--- src/rtl/lsu_arb_pkg.sv ---
// lsu_arb_pkg: shared request type, funct3 encodings and MMIO map for the LSU arbiter
package lsu_arb_pkg;

    localparam int LSU_ADDR_W = 12;
    localparam int LSU_DATA_W = 32;

    typedef struct packed {
        logic [LSU_ADDR_W-1:0] addr;
        logic [LSU_DATA_W-1:0] wdata;
        logic                  wren;
        logic [2:0]            rwsel;
    } lsu_req_t;

    typedef enum logic [2:0] {
        F3_LB  = 3'b000,
        F3_LH  = 3'b001,
        F3_LW  = 3'b010,
        F3_LBU = 3'b100,
        F3_LHU = 3'b101
    } funct3_e;

    localparam logic [LSU_ADDR_W-1:0] DMEM_BASE = 12'h000;
    localparam logic [LSU_ADDR_W-1:0] DMEM_LAST = 12'h7FF;
    localparam logic [LSU_ADDR_W-1:0] HEX0_ADDR = 12'h800;
    localparam logic [LSU_ADDR_W-1:0] HEX1_ADDR = 12'h810;
    localparam logic [LSU_ADDR_W-1:0] HEX2_ADDR = 12'h820;
    localparam logic [LSU_ADDR_W-1:0] HEX3_ADDR = 12'h830;
    localparam logic [LSU_ADDR_W-1:0] HEX4_ADDR = 12'h840;
    localparam logic [LSU_ADDR_W-1:0] HEX5_ADDR = 12'h850;
    localparam logic [LSU_ADDR_W-1:0] HEX6_ADDR = 12'h860;
    localparam logic [LSU_ADDR_W-1:0] HEX7_ADDR = 12'h870;
    localparam logic [LSU_ADDR_W-1:0] LEDR_ADDR = 12'h880;
    localparam logic [LSU_ADDR_W-1:0] LEDG_ADDR = 12'h890;
    localparam logic [LSU_ADDR_W-1:0] LCD_ADDR  = 12'h8A0;
    localparam logic [LSU_ADDR_W-1:0] SW_ADDR   = 12'h900;
    localparam logic [LSU_ADDR_W-1:0] BTN_ADDR  = 12'h910;

    function automatic logic is_dmem(input logic [LSU_ADDR_W-1:0] a);
        return a <= DMEM_LAST;
    endfunction

endpackage

--- src/rtl/lsu_arb_grant.sv ---
// lsu_arb_grant: one-hot grant select; pref steers a contested cycle to port 1
module lsu_arb_grant (
    input  logic en,
    input  logic p0_valid,
    input  logic p1_valid,
    input  logic pref,
    output logic gnt0,
    output logic gnt1
);

    // port 1 wins if alone or preferred; port 0 otherwise; nothing while disabled
    always_comb begin
        gnt1 = en && p1_valid && (!p0_valid || pref);
        gnt0 = en && p0_valid && !gnt1;
    end

endmodule

--- src/rtl/lsu_arb.sv ---
// lsu_arb: two-port LSU arbiter (core MEM stage = port 0, debug/loader = port 1).
// Define LSU_ARB_RR_EN for round-robin; otherwise fixed priority with a MAX_WAIT starvation guard.
module lsu_arb
    import lsu_arb_pkg::*;
#(
    parameter int ADDR_W   = 12,
    parameter int DATA_W   = 32,
    parameter int MAX_WAIT = 4
) (
    input  logic              clk,
    input  logic              rst,
    input  logic              p0_valid,
    output logic              p0_ready,
    input  logic [ADDR_W-1:0] p0_addr,
    input  logic [DATA_W-1:0] p0_wdata,
    input  logic              p0_wren,
    input  logic [2:0]        p0_rwsel,
    output logic              p0_rvalid,
    output logic [DATA_W-1:0] p0_rdata,
    input  logic              p1_valid,
    output logic              p1_ready,
    input  logic [ADDR_W-1:0] p1_addr,
    input  logic [DATA_W-1:0] p1_wdata,
    input  logic              p1_wren,
    input  logic [2:0]        p1_rwsel,
    output logic              p1_rvalid,
    output logic [DATA_W-1:0] p1_rdata,
    output logic [ADDR_W-1:0] lsu_addr,
    output logic [DATA_W-1:0] lsu_wdata,
    output logic              lsu_wren,
    output logic [2:0]        lsu_rwsel,
    input  logic [DATA_W-1:0] lsu_rdata
);

    logic gnt0, gnt1, pref;
    logic rvalid_d, rvalid_q;
    logic owner_d, owner_q;

`ifdef LSU_ARB_RR_EN
    logic rr_ptr_d, rr_ptr_q;

    assign pref = rr_ptr_q;

    // preference moves to the port that did not just transfer
    always_comb begin
        rr_ptr_d = gnt0 ? 1'b1 : gnt1 ? 1'b0 : rr_ptr_q;
    end

    // round-robin pointer register
    always_ff @(posedge clk or negedge rst) begin
        if (!rst) rr_ptr_q <= 1'b0;
        else      rr_ptr_q <= rr_ptr_d;
    end
`else
    localparam int WAIT_W = $clog2(MAX_WAIT + 1);
    localparam logic [WAIT_W-1:0] WAIT_MAX = WAIT_W'(MAX_WAIT);

    logic [WAIT_W-1:0] wait_cnt_d, wait_cnt_q;

    assign pref = (wait_cnt_q == WAIT_MAX);

    // count denied port-1 cycles, saturating; clear on port-1 transfer or withdrawal
    always_comb begin
        wait_cnt_d = (!p1_valid || gnt1) ? '0 : pref ? wait_cnt_q : wait_cnt_q + 1'b1;
    end

    // starvation counter register
    always_ff @(posedge clk or negedge rst) begin
        if (!rst) wait_cnt_q <= '0;
        else      wait_cnt_q <= wait_cnt_d;
    end
`endif

    lsu_arb_grant u_grant (
        .en       (rst),
        .p0_valid (p0_valid),
        .p1_valid (p1_valid),
        .pref     (pref),
        .gnt0     (gnt0),
        .gnt1     (gnt1)
    );

    assign p0_ready = gnt0;
    assign p1_ready = gnt1;

    // drive the granted request onto the LSU bus; idle bus is a zero word load
    always_comb begin
        lsu_addr  = gnt1 ? p1_addr  : gnt0 ? p0_addr  : '0;
        lsu_wdata = gnt1 ? p1_wdata : gnt0 ? p0_wdata : '0;
        lsu_wren  = gnt1 ? p1_wren  : gnt0 && p0_wren;
        lsu_rwsel = gnt1 ? p1_rwsel : gnt0 ? p0_rwsel : 3'(F3_LW);
    end

    // an accepted load expects data next cycle; remember which port owns it
    always_comb begin
        rvalid_d = (gnt0 && !p0_wren) || (gnt1 && !p1_wren);
        owner_d  = gnt1;
    end

    // response tracking registers
    always_ff @(posedge clk or negedge rst) begin
        if (!rst) begin
            rvalid_q <= 1'b0;
            owner_q  <= 1'b0;
        end else begin
            rvalid_q <= rvalid_d;
            owner_q  <= owner_d;
        end
    end

    // route the registered LSU read data to its owner only
    always_comb begin
        p0_rvalid = rvalid_q && !owner_q;
        p1_rvalid = rvalid_q && owner_q;
        p0_rdata  = p0_rvalid ? lsu_rdata : '0;
        p1_rdata  = p1_rvalid ? lsu_rdata : '0;
    end

endmodule
--- config.mk ---
export PLATFORM = sky130hd
export DESIGN_NAME = lsu_arb
export DESIGN_NICKNAME = d
export VERILOG_FILES = /design/src/rtl/lsu_arb_pkg.sv /design/src/rtl/lsu_arb_grant.sv /design/src/rtl/lsu_arb.sv
export SDC_FILE = /design/constraint.sdc
export NUM_CORES = 1
export LEC_CHECK = 0
export BUFFER_PORTS_ARGS = -buffer_cell sky130_fd_sc_hd__buf_4
export CAP_MARGIN = 20
export CORE_AREA = 2 2 96 98
export DETAILED_ROUTE_END_ITERATION = 8
export DIE_AREA = 0 0 98 100
export PLACE_DENSITY = 0.58
export REMOVE_ABC_BUFFERS = 1
export SETUP_SLACK_MARGIN = 0.02
export SYNTH_ARGS = -nofsm -noshare
export SYNTH_HDL_FRONTEND = slang
export SYNTH_HIERARCHICAL = 1
export SYNTH_SLANG_ARGS = --single-unit
--- constraint.sdc ---
create_clock -name clk -period 4.85 [get_ports clk]
set_input_delay 0.2425 -clock clk [delete_from_list [all_inputs] [get_ports clk]]
set_output_delay 0.2425 -clock clk [all_outputs]
set_load 0.01 [all_outputs]
======== Yosys cells after proc, flatten, opt, wreduce, memory -nomap -nowiden ========
Cells that the tools add are included.
Widths: inputs -> output; s select.
operators by class
  muxes and demuxes ....................... 11
  add/subtract/negate cells ............... 1
  equal/unequal tests ..................... 2
  reductions and logical operators ........ 18
operators with widths
  kind                 number
  $mux 32              4
  $mux 12              2
  $mux 3               4
  $logic_and 1x1->1    9
  $logic_not 1->1      6
  $add 3x1->3 const B  1
  $eq 3x3->1 const B   1
  $logic_or 1x1->1     3
  $ne 2x1->1 const B   1
  $mux 1               1
word-level totals
  output and inout port bits .............. 116
  flip-flop bits (word level) ............. 5
  input port bits ......................... 132

======== Logic depth before layout (Yosys ltp) ========
  depth after elaboration ................. 7
  gate-level depth with buffers ........... 10
  mapped depth without buffers ............ 7

======== Modules after synthesis ========
The synthesis kept the hierarchy.
modules (own cells, without submodules)
  module         instances  area each (um^2)  cells an instance
  lsu_arb        1          1232.4            159
  lsu_arb_grant  1          21.3              5

======== Least setup slack after synthesis ========
OpenSTA, ideal clock, no wires.
  kind .................................... flip-flop to output port
  start ................................... register wait_cnt_q[0]
  end ..................................... output lsu_wdata[10]
  stages on the path, launching flop included .. 9
  arrival ................................. 1836 ps
  path buffers ............................ 2
  required time ........................... 4608 ps
  setup slack ............................. 2771 ps
  cell sequence ........................... dfrtp_1 > inv_1 > ha_1 > and2_1 > inv_1 > a21oi_1 > buf_6 > clkbuf_1 > a22o_1
on the way
  word-level cells in the longest chain between the ends .. 7
RTL lines
  element                 RTL line             RTL
  from (decl)             lsu_arb.sv:58        logic [WAIT_W-1:0] wait_cnt_d, wait_cnt_q;
  from (signal assigned)  lsu_arb.sv:70        else wait_cnt_q <= wait_cnt_d;
  $eq 3x3->1 (*)          lsu_arb.sv:60        assign pref = (wait_cnt_q == WAIT_MAX);
  named net pref          lsu_arb.sv:35        logic gnt0, gnt1, pref;
  $logic_or 1x1->1 (*)    lsu_arb_grant.sv:13  gnt1 = en && p1_valid && (!p0_valid || pref);
  $logic_and 1x1->1 (*)   lsu_arb_grant.sv:13
  named net p1_ready      lsu_arb.sv:21        output logic p1_ready,
  $logic_not 1->1         lsu_arb_grant.sv:14  gnt0 = en && p0_valid && !gnt1;
  $logic_and 1x1->1       lsu_arb_grant.sv:14
  $mux 32                 lsu_arb.sv:89        lsu_wdata = gnt1 ? p1_wdata : gnt0 ? p0_wdata : '0;
  $mux 32 (*)             lsu_arb.sv:89
  to (decl)               lsu_arb.sv:29        output logic [DATA_W-1:0] lsu_wdata,
The timed path passes the listed nets; every way through them passes the cells marked *.

======== Worst setup path in the final report ========
  start ................................... register wait_cnt_q[0]
  end ..................................... output lsu_wdata[4]
on the way
  word-level cells in the longest chain between the ends .. 7
RTL lines
  element                RTL line
  $eq 3x3->1 (*)         lsu_arb.sv:60
  named net pref         lsu_arb.sv:35
  $logic_or 1x1->1 (*)   lsu_arb_grant.sv:13
  $logic_and 1x1->1 (*)  lsu_arb_grant.sv:13
  $logic_not 1->1        lsu_arb_grant.sv:14
  $logic_and 1x1->1      lsu_arb_grant.sv:14
  $mux 32                lsu_arb.sv:89
  $mux 32 (*)            lsu_arb.sv:89
Marks and branches as above.

==> flow_summary.yaml <==
floorplan:
  coreArea_mm2: 0.00889
  rows: 35
  dieArea_mm2: 0.00980
  die_h_um: 100
  die_x_um: 98
  initial_core_util_pct: 14.1
  io_pins: 248
power:
  p_sw_share_pct: 32.8
  p_seq_share_pct: 13.0
  power.share.clock_pct: 20.7
  powerDensity_mw_per_mm2: 116
  power.leakage_nw: 1.90
  pwr-share-comb_pct: 66.3
  switching_power_mw: 0.122
  peakVddDrop_mv: 0.0612
  intPower_mw: 0.250
grt:
  grt_pass1_vias: 2204
  use_met1_pct: 16.7
  grt_pass1_wl_um: 11100
  antenna_found_initial: 0
  grtUsageTotal_pct: 13.6
  gr-max-usage-layer: "met2"
  grt_max_degree: 54
  grt_overflow_total: 0
  gr-usage-met2_pct: 24.2
  grtUsageMet3_pct: 3.97
placed_design:
  io_buffers: 247
  dp_slack_ps: 2220
  placed_area_mm2: 0.00315
  dpl.hpwl_um: 6330
  gp_congestion: 0.729
clock_tree:
  cts_tree: "built"
  insertion_delay_ps: 220
  post_cts_buffers: 0
  clockRootBuffer: "clkbuf_8"
  cts_buffers: 3
  post_cts_resized: 0
  htree_levels: 1
  clk_path_buf_depth: 2
  clk_pin_slew_ps: 40
  clkSinkCount: 5
timing:
  finalClockSkew_ps: 1.83
  worst_pin_slew_ps: 994
  hold_viol_final: 0
  min_period_ps: 2880
  rsz0062_at_grt: "no"
  finalSetupViolCount: 0
  max_slew_margin_pct: 33.6
  clock.fmax_mhz: 348
  fin_ws_ps: 1970
  fin_tns_setup_ps: 0
  post-route-period-util_pct: 59.3
  maxSlewViolCount: 0
yosys:
  ys_ff_latch: 5
  yosysUniqueCellTypes: 23
  yosysWarnings: 6
  synth_area_mm2: 0.00125
  syn_area_per_cell_um2: 7.64
  syn_inst: 164
  synth_seq_area_share_pct: 9.98
finish:
  utilization_pct: 36.0
  final_cell_mix: "250 x buf_4, 47 x a22o_1, 34 x and2_1"
  drive_gt1_share_pct: 64.4
  antenna_cells: 0
  final_cell_area_mm2: 0.00320
  area_growth_pct: 155
  nNetsFinal: 534
  final_common_cell: "buf_4"
route:
  wl_um: 7600
  first_iter_violations: 74
  num_vias: 2230
  avgViaCountPerCell: 4.37
  drtPass1Iterations: 4
  ant_nets: 0
  wl_per_cell_um: 14.9
  route.detailed.drc: 0
setup_path:
  critPathArrivalTime_ps: 2630
  critical_path_class: "reg2out"
  critPathRequiredTime_ps: 4610
  cp_max_fo: 47
  critical_path.endpoint_type: "output port"
  startpoint_type: "flip-flop"
run_status:
  status: "finished, final reports clean"
flow_run:
  maxCapViolCount: 0
min_path:
  holdCritPathClass: "in2reg"
## kinds of logic (layout without fill, tap and decap cells)
| group | Yosys count | after routing | share of synthesized area [%] |
|---|---|---|---|
| compound gates | 55 | 55 | 37.0 |
| fa+ha+maj | 2 | 2 | 2.00 |
| buf+inv | 25 | 260 | 12.1 |
| flops | 5 | 5 | 9.98 |
| simple gates | 77 | 77 | 38.9 |
## timing repair
item,4_1_cts,5_1_grt
hold endpoints to repair,5,0
setup endpoints to repair,0,0
hold buffers,1,0
## state kept, by name, summed over array words and instances (netlist names)
| signal | cells |
|---|---|
| rvalid_q | 1 |
| wait_cnt_q | 3 |
| owner_q | 1 |
## metrics by stage
step	instances	hold slack, ps	power [mW]
6_report	510	229	0.372
4_1_cts	510	226	0.376
3_3_place_gp	505	55.3	0.294
2_1_floorplan	144	-53.1	0.132
3_5_place_dp	505	55.9	0.297
5_1_grt	510	231	0.397
## synth_stat cells, drive strengths merged
cell	n	share of area, %
nor2b	2	2.2
nor2	1	0.30
nand3	2	0.80
o22ai	1	0.50
a21bo	1	0.80
o31a	1	0.70
nand2	2	0.60
and2	34	17
clkbuf	8	2.4
ha	2	2.0
nand2b	2	1.0
nor3	1	0.40
dfrtp	5	10
and3	32	16
a21o	1	0.60
a22o	47	33
a21oi	4	1.6
and3b	1	0.70
inv	5	1.5
buf	12	8.2
## power by group through the flow
stage               combinational [mW]  sequential [mW]  clock, mW
CTS                              0.250           0.0481     0.0781
detailed placement               0.248           0.0484          0
global placement                 0.247           0.0479          0
finish                           0.247           0.0482     0.0771
global route                     0.268           0.0485     0.0806
floorplan                       0.0809           0.0513          0
## per-layer routing
| layer | part of all wire [%] | vias to the layer above |
|---|---|---|
| met3 | 12 | 2 |
| met5 | 0 | - |
| li1 | - | 1077 |
| met1 | 38 | 993 |
| met4 | 0.59 | 0 |
| met2 | 49 | 158 |
## critical path: stages (launching register included)
cell and delay, ps:
dfrtp_1 380, inv_1 60, ha_1 260, and2_1 180, a21oi_1 250, nor2b_4 860
a22o_1 260, buf_4 130
## final cells by class
| type | count | area (um^2) |
|---|---|---|
| fill | 940 | 5690 |
| timing repair buffer | 251 | 1890 |
| multi-input combinational | 134 | 988 |
| tap | 111 | 139 |
| sequential | 5 | 125 |
| clock buffer | 4 | 45.0 |
| inverter | 5 | 18.8 |
## path summary, 6_finish.rpt
check	startpoint	end	slack, ps	cells past startpoint
worst max-delay path	wait_cnt_q[0]$_DFFE_PN0P_	lsu_wdata[4]	1970	7
worst min-delay path	p0_wren	rvalid_q$_DFF_PN0_	230	2
worst max register to register	wait_cnt_q[1]$_DFFE_PN0P_	wait_cnt_q[2]$_DFFE_PN0P_	2810	8
worst min register to register	wait_cnt_q[0]$_DFFE_PN0P_	wait_cnt_q[0]$_DFFE_PN0P_	590	2
max in group asynchronous	rst	owner_q$_DFF_PN0_	4370	2
min in group asynchronous	rst	wait_cnt_q[0]$_DFFE_PN0P_	360	2
No activity file was read; power rests on OpenSTA's default activity.
